### src/rtl/uart_rx_capture.sv
// 8N1 UART receiver feeding a first-word-fall-through byte FIFO.
// Frame errors pulse for one cycle; FIFO overflow is sticky until clr_i or reset.
module uart_rx_capture #(
  parameter int CLKS_PER_BIT = 32,
  parameter int FIFO_DEPTH   = 16
) (
  input  logic                             clk,
  input  logic                             rst_n,
  input  logic                             rx_i,
  input  logic                             rx_en_i,
  input  logic                             clr_i,
  output logic [7:0]                       data_o,
  output logic                             valid_o,
  input  logic                             ready_i,
  output logic [$clog2(FIFO_DEPTH+1)-1:0]  count_o,
  output logic                             frame_err_o,
  output logic                             overflow_o,
  output logic [2:0]                       fsm_state
);

  localparam int CW = $clog2(CLKS_PER_BIT);
  localparam int AW = $clog2(FIFO_DEPTH);
  localparam int NW = $clog2(FIFO_DEPTH + 1);
  localparam logic [CW-1:0] HALF_M1 = CW'(CLKS_PER_BIT / 2 - 1);
  localparam logic [CW-1:0] FULL_M1 = CW'(CLKS_PER_BIT - 1);
  localparam logic [NW-1:0] DEPTH_N = NW'(FIFO_DEPTH);

  typedef enum logic [2:0] {
    S_IDLE  = 3'd0,
    S_START = 3'd1,
    S_DATA  = 3'd2,
    S_STOP  = 3'd3,
    S_BREAK = 3'd4
  } state_t;

  state_t        state, state_d;
  logic [CW-1:0] cnt, cnt_d;
  logic [2:0]    bit_idx, bit_d;
  logic [7:0]    shreg, shreg_d;
  logic          push, ferr_d;
  logic          sync1, rxs;

  logic [7:0]    mem [FIFO_DEPTH];
  logic [AW-1:0] wr_ptr, rd_ptr;
  logic [NW-1:0] count;
  logic          overflow;
  logic          pop, full, push_ok;

  // Two-flop synchroniser; reset to the idle line level so no false start appears.
  always_ff @(posedge clk) begin
    if (!rst_n) begin
      sync1 <= 1'b1;
      rxs   <= 1'b1;
    end else begin
      sync1 <= rx_i;
      rxs   <= sync1;
    end
  end

  always_ff @(posedge clk) begin
    if (!rst_n) begin
      state       <= S_IDLE;
      cnt         <= '0;
      bit_idx     <= '0;
      shreg       <= '0;
      frame_err_o <= 1'b0;
    end else begin
      state       <= state_d;
      cnt         <= cnt_d;
      bit_idx     <= bit_d;
      shreg       <= shreg_d;
      frame_err_o <= ferr_d;
    end
  end

  always_comb begin
    state_d = state;
    cnt_d   = cnt + CW'(1);
    bit_d   = bit_idx;
    shreg_d = shreg;
    push    = 1'b0;
    ferr_d  = 1'b0;
    case (state)
      S_IDLE: begin
        cnt_d = '0;
        if (!rxs) state_d = S_START;
      end
      S_START: begin
        // Mid-start-bit check rejects short low glitches.
        if (cnt == HALF_M1) begin
          cnt_d   = '0;
          bit_d   = '0;
          state_d = rxs ? S_IDLE : S_DATA;
        end
      end
      S_DATA: begin
        if (cnt == FULL_M1) begin
          cnt_d           = '0;
          shreg_d[bit_idx] = rxs;
          bit_d           = bit_idx + 3'd1;
          if (bit_idx == 3'd7) state_d = S_STOP;
        end
      end
      S_STOP: begin
        if (cnt == FULL_M1) begin
          cnt_d = '0;
          if (rxs) begin
            push    = 1'b1;
            state_d = S_IDLE;
          end else begin
            ferr_d  = 1'b1;
            state_d = S_BREAK;
          end
        end
      end
      S_BREAK: begin
        cnt_d = '0;
        if (rxs) state_d = S_IDLE;
      end
      default: begin
        cnt_d   = '0;
        state_d = S_IDLE;
      end
    endcase
    if (!rx_en_i) begin
      state_d = S_IDLE;
      cnt_d   = '0;
      push    = 1'b0;
      ferr_d  = 1'b0;
    end
  end

  // Handshake: the head byte transfers on any cycle with valid_o && ready_i;
  // a pop frees a slot in the same cycle, so a push into a full FIFO is accepted then.
  assign pop     = ready_i && (count != '0);
  assign full    = (count == DEPTH_N);
  assign push_ok = push && (!full || pop);

  always_ff @(posedge clk) begin
    if (rst_n && !clr_i && push_ok) mem[wr_ptr] <= shreg;
  end

  always_ff @(posedge clk) begin
    if (!rst_n || clr_i) begin
      wr_ptr   <= '0;
      rd_ptr   <= '0;
      count    <= '0;
      overflow <= 1'b0;
    end else begin
      if (push_ok) wr_ptr <= wr_ptr + AW'(1);
      if (pop)     rd_ptr <= rd_ptr + AW'(1);
      if (push_ok && !pop)      count <= count + NW'(1);
      else if (!push_ok && pop) count <= count - NW'(1);
      if (push && !push_ok) overflow <= 1'b1;
    end
  end

  assign valid_o    = (count != '0);
  assign data_o     = valid_o ? mem[rd_ptr] : 8'h00;
  assign count_o    = count;
  assign overflow_o = overflow;
  assign fsm_state  = state;

endmodule

### config.mk
export PLATFORM = sky130hd
export DESIGN_NAME = uart_rx_capture
export DESIGN_NICKNAME = d
export VERILOG_FILES = /design/src/rtl/uart_rx_capture.sv
export SDC_FILE = /design/constraint.sdc
export NUM_CORES = 1
export LEC_CHECK = 0
export BUFFER_PORTS_ARGS = -buffer_cell sky130_fd_sc_hd__buf_2
export CAP_MARGIN = 20
export CORE_MARGIN = 2
export CORE_UTILIZATION = 42
export DETAILED_ROUTE_END_ITERATION = 16
export GPL_ROUTABILITY_DRIVEN = 0
export PLACE_DENSITY = 0.63
export SLEW_MARGIN = 10
export SYNTH_ARGS = -nofsm -noshare
export SYNTH_HDL_FRONTEND = slang
export SYNTH_SLANG_ARGS = --single-unit
### constraint.sdc
create_clock -name clk -period 3.8 [get_ports clk]
set_input_delay 0.19 -clock clk [delete_from_list [all_inputs] [get_ports clk]]
set_output_delay 0.19 -clock clk [all_outputs]
set_load 0.005 [all_outputs]
==> reports/results.txt <==
Status: complete, no violations
Syn Nets: 460
Setup TNS: 0 ns
Netlist cell types: 46
Simple-Gate Fraction of Synth Area: 0.0844
Worst Tran Pin Value: 0.807 ns
Total CTS buffers: 17
Synth area leaders: edfxtp_1, dfxtp_1, mux4_2
Post-CTS setup buffers: 0
Antenna cells: 0
Multi-input logic area: 2170 um^2
Core Box Area: 16,400 um^2
Clk Latency, worst-skew pair: 0.42 ns
CTS Root Buffer Type: clkbuf_16
Startpoint types: flip-flop
Area leader, netlist: edfxtp_1
Compound-cell area share of the yosys netlist: 0.0456
Initial antenna violation count: 0
Max Freq: 303 MHz
Clock slew at reported path FFs: 0.06 ns
Final wirelength: 13,200 um
HPWL after detailed placement: 8550 um
Commonest non-fill, non-tap cell in the layout: edfxtp_1
Maxcap violations: 0
Sequential element share of the synthesized area: 0.664
#FFs+latches synth: 168
Worst path max stage delay: 0.54 ns
Peak supply drop: 306 uV
Critical path capture point type: flip-flop
Crit path kind: flip-flop to flip-flop
WHS Endpoint: fsm_state[2]
CP max FO: 10
DRC Markers: 0
Largest net degree at the start of global routing: 33
Worst EP arrival: 3.60 ns
PwrDens: 454 nW/um^2
Die H: 133 um
Layout cells sized above 1: 0.198
Drt initial violations: 264
Post-synth top flop: edfxtp_1
Post-DP Area: 7400 um^2
H-tree depth: 4
Vias: 3,755
Syn Area/Cell: 16.0 um^2
Final Instance Area: 7980 um^2
Syn-to-layout area delta: 14.1%
Post-Synth XOR/XNOR Area: 0.0100
Worst-case clock skew: 0.00719 ns
Post-synthesis adder-cell area fraction: 0.0315
Number of flops mapped to enable cells by yosys: 128
Worst R2R End: count_o[4]
Min-Delay Path Depth: 3
Synthesized area: 6990 um^2
RSZ-0062 raised after global routing: false
Buffers on Ports: 24
CTS tree: yes
Total Routing Usage GR: 0.161
Worst hold path type: primary input to flip-flop
Worst reg2reg startpoint: cnt[0]
Place WS: 0.547 ns
Final period util: 0.868
Worst path slowest cell: a311oi_4
First-pass GRT wire length: 21,100 um
Hold path startpoint: rx_en_i
Cts hold-fix bufs: 1
Filler cells: 1,406
Via density per instance: 5.30
Power Total: 3.63 mW
Worst reg-to-reg setup slack: 0.50 ns
Clock Sinks: 168
Drt wl/cell: 18.6 um
Fin worst setup slack: 0.500 ns
Layout Utilization: 0.486
Tmin final: 3.30 ns
Drt pass-1 iters: 4
WP data required: 4.10 ns
Yosys warnings: 0
Worst path cell trace: ha_1 -> and3_1 -> ha_1 -> nand4b_4 -> a311oi_4 -> ha_1 -> inv_1 -> ha_1 -> a21oi_1 -> a211oi_1 -> o21ai_0 -> o31ai_1
Vias in the first global route: 3,837
Crit-path most repeated cell: ha_1
Commonest non-fill, non-tap cells in the layout: edfxtp_1, nor2_1, dfxtp_1
Reg2reg path depth: 12
Die area: 17,700 um^2
Post-route ant nets: 0
Final setup violation count: 0
Largest family of logic cells by synthesized area: multiplexers
Global route total overflow: 0
Post-synthesis cell count: 437
Crit. Startpoint: cnt[0]
Row cnt: 47
Count of final max-slew check failures: 0
Initial Util: 0.426
Post-synthesis mux area share: 0.138
Final Hold Viols: 0
Leakage: 3.10 nW
Share of the synthesized area in the top cell type: 0.550
I/O pin count: 25
Post_cts resized: 0
Clk buf depth: 2
Reg area: 4640 um^2
Async set-or-reset flop fraction in the synthesized netlist: 0
Final Net Count: 499
Die width: 133 um
Max_slew headroom: 0.461
## worst max-delay path: cells and delay by family, from the launching register on
family | cells | cell delay (ns)
AOI/OAI and AO/OA | 5 | 1.14
DFF | 1 | 0.35
buffers and inverters | 1 | 0.12
adders and majority gates | 4 | 1.20
and+or+nand+nor | 2 | 0.36
## layout make-up
cell class              instances  area share
clock buffers                  19      0.0542
clock inverters                13      0.0169
inverters                      10     0.00470
multi-input cells             233       0.272
flip-flops and latches        168       0.582
well taps                     220      0.0345
repair buffers                 46      0.0361
## logic make-up (layout without fill, tap and decap cells)
family	Yosys count	in the layout
AOI/OAI and AO/OA	42	42
xor gates and xnor gates	8	8
adders and majority gates	17	17
buffers and inverters	36	88
DFF	168	168
muxes	51	51
and+or+nand+nor	115	115
## power breakdown
group	internal (mW)	switching (mW)	total (mW)
clock network	1.01	0.639	1.65
logic	0.00748	0.0131	0.0206
registers	1.95	0.00158	1.95
total	2.97	0.653	3.63
## per-stage QoR
step	hold WS (ns)	instances
2_1_floorplan	0.263	437
3_3_place_gp	0.375	676
3_5_place_dp	0.382	676
4_1_cts	0.0222	709
5_1_grt	0.0534	709
6_report	0.0413	709
## cells in the mapped netlist (5+ instances only)
cell,number
nor2_1,40
nand3_1,11
nand2b_1,8
inv_1,10
clkbuf_1,9
mux4_1,12
dfxtp_1,40
buf_4,7
nor2b_1,9
nand3b_1,6
ha_1,16
nand2_1,21
a21oi_1,7
a211oi_1,18
mux4_2,21
edfxtp_1,128
mux2i_1,18
xor2_1,5
## worst max path at each step
| stage | to | slack, ns | depth (start not counted) |
|---|---|---|---|
| after CTS | count_o[4] | 0.53 | 12 |
| after global routing | count_o[4] | 0.24 | 12 |
| final | count_o[4] | 0.50 | 12 |
| after global placement | count_o[4] | 0.67 | 12 |
| after detailed placement | count_o[4] | 0.55 | 12 |
| after floorplan | count_o[4] | 0.96 | 13 |
## sequential cells by signal, summed over array words and instances, names as in the netlist, named ones only
register and count:
wr_ptr 4, count_o 5, mem 128, frame_err_o 1
cnt 5, rxs 1, rd_ptr 4, overflow_o 1
bit_idx 3, shreg 8, fsm_state 3, sync1 1
## layer usage
metal  GRT usage  part of all wire  routed length, um  vias to the layer above
met2       0.268              0.49               6520                       74
met4      0.0544             0.011                142                        0
li1            -                 -                  -                     1778
met5           0                 0                  0                        -
met3      0.0406             0.041                539                       10
met1       0.207              0.45               5970                     1893
Power figures use the tool's default switching activity.
